===== src/rtl/alu_seq_driver.sv =====
// alu_seq_driver: multi-byte initiator for an 8-bit combinational ALU.
// Accepts N_BYTES-wide commands, drives the ALU one byte per cycle LSB first with
// carry chained through a local register, and returns the assembled result.
// Optional feature macro: ALU_SEQ_ZFLAG_EN (registered zero flag on rsp_zero).
module alu_seq_driver #(
  parameter int unsigned N_BYTES = 4
) (
  input  logic                   clk,
  input  logic                   rst_n,
  input  logic                   cmd_valid,
  output logic                   cmd_ready,
  input  logic [1:0]             cmd_op,
  input  logic [8*N_BYTES-1:0]   cmd_a,
  input  logic [8*N_BYTES-1:0]   cmd_b,
  input  logic                   cmd_cin,
  output logic                   rsp_valid,
  input  logic                   rsp_ready,
  output logic [8*N_BYTES-1:0]   rsp_y,
  output logic                   rsp_cout,
  output logic                   rsp_ovf,
  output logic                   rsp_zero,
  output logic [7:0]             alu_a,
  output logic [7:0]             alu_b,
  output logic                   alu_cy,
  output logic [1:0]             alu_op,
  input  logic [7:0]             alu_y,
  input  logic                   alu_st
);

  localparam int unsigned W    = 8 * N_BYTES;
  localparam int unsigned IdxW = (N_BYTES > 1) ? $clog2(N_BYTES) : 1;

  typedef enum logic [1:0] {StIdle, StRun, StDone} state_e;

  state_e            r_state, w_state_next;
  logic [1:0]        r_op;
  logic [W-1:0]      r_a, r_b, r_y;
  logic              r_cy, r_ovf;
  logic [IdxW-1:0]   r_idx;

  logic [IdxW+2:0]   w_ofs;
  logic [7:0]        w_a_byte, w_b_byte;
  logic              w_arith, w_last, w_accept, w_cout;
  logic [W-1:0]      w_y_next;

  assign w_ofs    = {r_idx, 3'b000};
  assign w_a_byte = r_a[w_ofs +: 8];
  assign w_b_byte = r_b[w_ofs +: 8];
  // Subtraction is issued as A + ~B + 1 on the ALU's add op.
  assign w_arith  = (r_op == 2'b01) || (r_op == 2'b10);
  assign w_last   = (r_idx == IdxW'(N_BYTES - 1));
  assign w_accept = cmd_valid && (r_state == StIdle);
  // Carry out of bit 7, reconstructed from the driven operands and the ALU sum bit.
  assign w_cout   = (alu_a[7] & alu_b[7]) | ((alu_a[7] | alu_b[7]) & ~alu_y[7]);

  // Result register with the current byte replaced by the ALU output.
  always_comb begin
    w_y_next            = r_y;
    w_y_next[w_ofs +: 8] = alu_y;
  end

  // State register.
  always_ff @(posedge clk or negedge rst_n) begin
    if (!rst_n) r_state <= StIdle;
    else        r_state <= w_state_next;
  end

  // Next-state, handshake outputs and ALU drive.
  always_comb begin
    w_state_next = r_state;
    cmd_ready    = 1'b0;
    rsp_valid    = 1'b0;
    alu_a        = 8'h00;
    alu_b        = 8'h00;
    alu_cy       = 1'b0;
    alu_op       = 2'b00;
    unique case (r_state)
      StIdle: begin
        cmd_ready = 1'b1;
        if (cmd_valid) w_state_next = StRun;
      end
      StRun: begin
        alu_a  = w_a_byte;
        alu_cy = r_cy;
        unique case (r_op)
          2'b01:   begin alu_b = w_b_byte;  alu_op = 2'b01; end
          2'b10:   begin alu_b = ~w_b_byte; alu_op = 2'b01; end
          2'b11:   alu_op = 2'b11;
          default: alu_op = 2'b00;
        endcase
        if (w_last) w_state_next = StDone;
      end
      StDone: begin
        rsp_valid = 1'b1;
        if (rsp_ready) w_state_next = StIdle;
      end
      default: w_state_next = StIdle;
    endcase
  end

  // Command latch, byte sequencing, carry chain and result capture.
  always_ff @(posedge clk or negedge rst_n) begin
    if (!rst_n) begin
      r_op  <= 2'b00;
      r_a   <= '0;
      r_b   <= '0;
      r_y   <= '0;
      r_cy  <= 1'b0;
      r_ovf <= 1'b0;
      r_idx <= '0;
    end else if (w_accept) begin
      r_op  <= cmd_op;
      r_a   <= cmd_a;
      r_b   <= cmd_b;
      r_idx <= '0;
      r_cy  <= (cmd_op == 2'b01) ? cmd_cin : (cmd_op == 2'b10);
    end else if (r_state == StRun) begin
      r_y <= w_y_next;
      if (!w_last) r_idx <= r_idx + IdxW'(1);
      if (w_arith) r_cy <= w_cout;
      if (w_last)  r_ovf <= w_arith & alu_st;
    end
  end

  assign rsp_y    = r_y;
  assign rsp_cout = r_cy;
  assign rsp_ovf  = r_ovf;

`ifdef ALU_SEQ_ZFLAG_EN
  logic r_zero;

  // Zero flag taken on the DONE entry edge, including the byte captured on it.
  always_ff @(posedge clk or negedge rst_n) begin
    if (!rst_n)                          r_zero <= 1'b0;
    else if ((r_state == StRun) && w_last) r_zero <= (w_y_next == '0);
  end

  assign rsp_zero = r_zero;
`else
  assign rsp_zero = 1'b0;
`endif

endmodule

===== config.mk =====
export PLATFORM = sky130hd
export DESIGN_NAME = alu_seq_driver
export DESIGN_NICKNAME = d
export VERILOG_FILES = /design/src/rtl/alu_seq_driver.sv
export SDC_FILE = /design/constraint.sdc
export NUM_CORES = 1
export LEC_CHECK = 0
export BUFFER_PORTS_ARGS = -buffer_cell sky130_fd_sc_hd__buf_2
export CAP_MARGIN = 40
export CORE_MARGIN = 2
export CORE_UTILIZATION = 35
export DETAILED_ROUTE_END_ITERATION = 8
export GPL_ROUTABILITY_DRIVEN = 0
export PLACE_DENSITY_LB_ADDON = 0.08
export REMOVE_ABC_BUFFERS = 1
export SYNTH_ARGS = -nofsm -noshare
export SYNTH_HDL_FRONTEND = slang
export SYNTH_SLANG_ARGS = --single-unit

===== constraint.sdc =====
create_clock -name clk -period 2.1 [get_ports clk]
set_input_delay 0.21 -clock clk [delete_from_list [all_inputs] [get_ports clk]]
set_output_delay 0.21 -clock clk [all_outputs]
set_load 0.005 [all_outputs]

=== Word-level counts from Yosys, hierarchy flattened ===
Cells that the tools add are included.

* Add/subtract/negate cells: 2
* Mux-type cells: 20
* Shifts and indexed selects: 4
* Reduce and logical (&&, ||, !) cells: 11
* Equal/unequal tests: 12
* Bitwise logic cells: 8

{| class="wikitable"
|+ Operators by type and width
! kind !! count
|-
| variable part select 32 x 6 -> 8 bit || 2
|-
| bitwise mux 32 bit || 1
|-
| variable shift 8 x 7 -> 32 bit, first input constant || 1
|-
| variable part select 8 x 7 -> 32 bit || 1
|-
| 2-to-1 mux 8 bit || 2
|-
| one-hot mux 8 bit (2 select lines) || 1
|-
| 2-to-1 mux 2 bit || 7
|-
| == test 2 bit, second input constant || 5
|-
| inverter 8 bit || 1
|-
| 2-to-1 mux 1 bit || 7
|-
| negator 5 -> 7 bit || 1
|-
| == test 2 x 1 -> 1 bit, second input constant || 3
|-
| != test 2 bit, second input constant || 3
|-
| one-hot mux 2 bit (3 select lines) || 1
|-
| AND reduction 2 bit || 3
|-
| AND reduction 3 bit || 2
|-
| one-hot mux 2 bit (2 select lines) || 1
|-
| nonzero test 2 bit || 2
|-
| bitwise AND 1 bit || 3
|-
| adder 2 x 1 -> 2 bit, second input constant || 1
|-
| logical NOT 2 bit || 1
|-
| != test 2 x 1 -> 1 bit, second input constant || 1
|-
| inverter 1 bit || 2
|-
| OR 1 bit || 2
|-
| other kinds (3) || 3
|}

* Output and inout bits: 56
* Input port bits: 80
* Register bits: 104

=== Depth between registers and ports, before layout ===
* Depth after elaboration: 10
* Gate-level depth with buffers: 7
* Depth with buffers taken out: 5

=== Worst setup path after synthesis ===
Ideal clock, no wire load.

* Path kind: reg2reg
* Start: register r_idx[1]
* End: register r_y[0], in the netlist rsp_y[0]
* Setup slack: 0.245 ns
* Period minus slack after synthesis: 1.855 ns
* Buffers on the path: 2
* Cell stages (with the launch flop): 7
* Arrival: 1.789 ns
* Cells stage by stage: dfrtp_1 buf_6 buf_2 inv_1 ha_1 nor4b_4 a22o_1

* Longest elaborated chain between the ends: 3

{| class="wikitable"
|+ RTL lines
! element !! line !! source
|-
| start, declared || 39 || <nowiki>logic [IdxW-1:0] r_idx;</nowiki>
|-
| start signal, assigned || 119 || <nowiki>if (!w_last) r_idx <= r_idx + IdxW'(1);</nowiki>
|-
| negator 5 -> 7 bit * || 59 || <nowiki>w_y_next[w_ofs +: 8] = alu_y;</nowiki>
|-
| variable part select 8 x 7 -> 32 bit / variable shift 8 x 7 -> 32 bit (equally long branches) || 59 ||
|-
| bitwise mux 32 bit * || 59 ||
|-
| end signal, assigned || 118 || <nowiki>r_y <= w_y_next;</nowiki>
|-
| end, declared || 37 || <nowiki>logic [W-1:0] r_a, r_b, r_y;</nowiki>
|}

Mark *: on every way between the ends. The rest lies on a longest branch, timed or not.
A chain may end at the register's enable or synchronous reset.

=== Worst setup path in the final report ===
* Start: register r_idx[0]
* End: output port alu_b[7]

* Longest elaborated chain between the ends: 4

{| class="wikitable"
|+ RTL lines
! element !! line !! source
|-
| variable part select 32 x 6 -> 8 bit * || 48 || <nowiki>assign w_b_byte = r_b[w_ofs +: 8];</nowiki>
|-
| inverter 8 bit || 87 || <nowiki>2'b10: begin alu_b = ~w_b_byte; alu_op = 2'b01; end</nowiki>
|-
| one-hot mux 8 bit (2 select lines) * || 85 || <nowiki>unique case (r_op)</nowiki>
|-
| 2-to-1 mux 8 bit * || 77 || <nowiki>unique case (r_state)</nowiki>
|-
| end, declared || 23 || <nowiki>output logic [7:0] alu_b,</nowiki>
|}

Marked as above.

==> run summary <==
fin nets - 555
FF+latch area - 0.00260 mm2
Placement Cell Area - 0.00565 mm2
Leakage Power - 2.94 nW
f_max - 484 MHz
crit end category - output port
Die H - 120 um
Area growth, synth to finish - 27.8%
total gr overflow - 0
reg2reg setup slack - 0.16 ns
multi-input logic area - 0.00197 mm2
period utilisation layout - 98.4%
Crit-path slowest cell - mux4_2
GRT Total Usage - 16.3%
Vias - 3101
CTS root buf - clkbuf_16
Critical Path Fanout Max - 4
Seq/Total Area, Yosys - 54.9%
CP cell instances - buf_4 -> mux4_2 -> mux2i_2 -> nor2_1 -> buf_2
layout cell share with drive strength beyond 1 - 42.6%
Synth Register Bits - 104
worst slew pin tran - 0.552 ns
Critical Path Start - r_idx[0]
Synth top cells by count - dfrtp_1 (104), mux2_1 (64), a22o_1 (32)
critical path class - flip-flop to output port
Crit path required time - 1.89 ns
H-tree depth - 3
Starting Density - 35.8%
number of remaining DRC errors - 0
die area - 0.0145 mm2
path depth of the worst reg2reg path - 9
Slew Limit Fails - 0
DR pass1 iterations - 4
Final Hold Viols - 0
vias in the first global route - 3317
slowest cell delay on critical path - 0.51 ns
Initial DRC Count - 88
Avg Inst Size Synth - 15.1 um2
status - finished clean
Critical Path Sink - alu_b[7]
die width - 120 um
Peak VDD IR - 699 uV
dominant cell type by area after synthesis - dfrtp_1
Layout Skew - 0.00898 ns
Period minus WS final - 2.07 ns
CTS max path bufs - 2
Final setup viols - 0
vias per cell - 4.81
final core occ - 45.8%
Async SR Flop Fraction - 100%
Gate Count Post-Synth - 315
Primary FF master, synth - dfrtp_1
worst flop-to-flop path startpoint - r_idx[0]
Worst Hold Class - primary input to flip-flop
first-pass GRT wire length - 17900 um
wire per inst - 17.5 um
antenna fix cells - 0
CTS Sinks - 104
PortBufs - 134
CP Launch Type - flip-flop
hpwl dp - 7990 um
cell with the most instances after synthesis - dfrtp_1
fillers - 1247
Core Region - 0.0132 mm2
initial antenna violation count - 0
FP Rows - 42
TritonCTS Buffers - 9
WP data arrival - 1.86 ns
final wirelength - 11300 um
slew margin rel. - 62.9%
DRT antenna net count - 0
design area - 0.00606 mm2
largest cells by area after synthesis - dfrtp_1 (55%), mux2_1 (15%), mux4_2 (7.6%)
Worst R2R End - rsp_y[10]
CTS tree - done
post-synth top area share - 54.9%
Tot Pwr - 9.22 mW
CTS clk-pin slew, worst paths - 0.07 ns
Yosys warning total - 0
RSZ-0062 raised after global routing - yes
Max-cap violations - 0
Worst-Skew Late Latency - 0.35 ns
EDFF count, synth - 0
PwrDens - 1520 mW/mm2
largest net degree at the start of global routing - 42
Cell Area, Synth - 0.00474 mm2
Boundary Pins - 136
post-synth cell types - 34
## placed cells by master, fill, tap and decap left out, drive strengths merged, types with 3 or more instances in the layout
master / count
clkbuf: 11
ha: 10
mux4: 16
a22o: 32
nor4b: 3
inv: 6
o21ai: 6
nand2: 11
dfrtp: 104
mux2i: 8
mux2: 64
buf: 155
nor2: 13
nand2b: 3
and2: 10
## kinds of logic (layout without fill, tap and decap cells)
logic type / Yosys count / after routing / synth area share, %
xor+xnor: 1 / 1 / 0.185
other cells: 1 / 1 / 0.0791
mux: 88 / 88 / 24.6
compound gates: 41 / 41 / 7.02
simple gates: 45 / 45 / 6.68
fa+ha+maj: 11 / 11 / 2.88
flops: 104 / 104 / 54.9
buf+inv: 24 / 178 / 3.69
## final cells by class
type | instances | area share, %
inverters | 6 | 0.372
clock buffers | 10 | 3.78
clock inverters | 5 | 0.970
flip-flops and latches | 104 | 43.0
multi-input cells | 187 | 32.4
well taps | 176 | 3.63
repair buffers | 157 | 15.9
## where the power goes
group	leakage (nW)	total, mW	internal [mW]	switching (mW)
registers	1.29	3.48	2.96	0.521
logic	1.52	4.08	2.28	1.80
clock network	0.135	1.65	0.918	0.736
total	2.94	9.22	6.16	3.06
## state kept, by name, indices dropped and copies added (netlist names)
| signal | count |
|---|---|
| r_a | 32 |
| r_b | 32 |
| r_idx | 2 |
| r_op | 2 |
| r_state | 2 |
| rsp_cout | 1 |
| rsp_ovf | 1 |
| rsp_y | 32 |
## stage by stage
| step | instances | TNS [ns] | hold WS (ns) | setup WS (ns) |
|---|---|---|---|---|
| finish | 645 | 0 | 0.0645 | 0.0334 |
| global placement | 621 | 0 | 0.203 | 0.288 |
| detailed placement | 621 | 0 | 0.209 | 0.270 |
| global route | 645 | -0.100 | 0.0524 | -0.0303 |
| CTS | 641 | -0.00624 | 0.0524 | -0.00522 |
| floorplan | 297 | -61.19 | -0.0856 | -0.750 |
## worst min path at each step
stage           endpoint     start  slack [ns]  cells after the start
5_1_grt           r_b[3]  cmd_b[3]        0.05                      2
3_3_place_gp   rsp_y[28]     rst_n        0.20                      1
2_1_floorplan     r_a[0]     rst_n       -0.09                      0
3_5_place_dp   rsp_y[28]     rst_n        0.21                      1
6_report          r_b[3]  cmd_b[3]        0.06                      2
4_1_cts           r_b[3]  cmd_b[3]        0.05                      2
## critical path, delay by kind of cell, from the launching register on
family,cells,cell delay (ns)
flops,1,0.42
buf+inv,2,0.28
simple gates,1,0.13
mux,2,0.68
## routing by layer
| layer | track usage (%) | wire, um | part of all wire (%) | vias to the layer above |
|---|---|---|---|---|
| met2 | 25.6 | 5210 | 46 | 89 |
| met4 | 4.36 | 114 | 1.0 | 0 |
| li1 | - | - | - | 1446 |
| met3 | 6.65 | 847 | 7.5 | 8 |
| met1 | 20.9 | 5110 | 45 | 1558 |
| met5 | 0 | 0 | 0 | - |
## repair_timing
item | in CTS | in global routing
resized for setup | 1 | 1
buffers inserted | 4 | 3
endpoints found under the hold margin | 32 | 0
cloned | 0 | 1
endpoints found under the setup margin | 8 | 11
hold buffers | 1 | 0
Note: power is estimated with default switching activity, not from simulation.
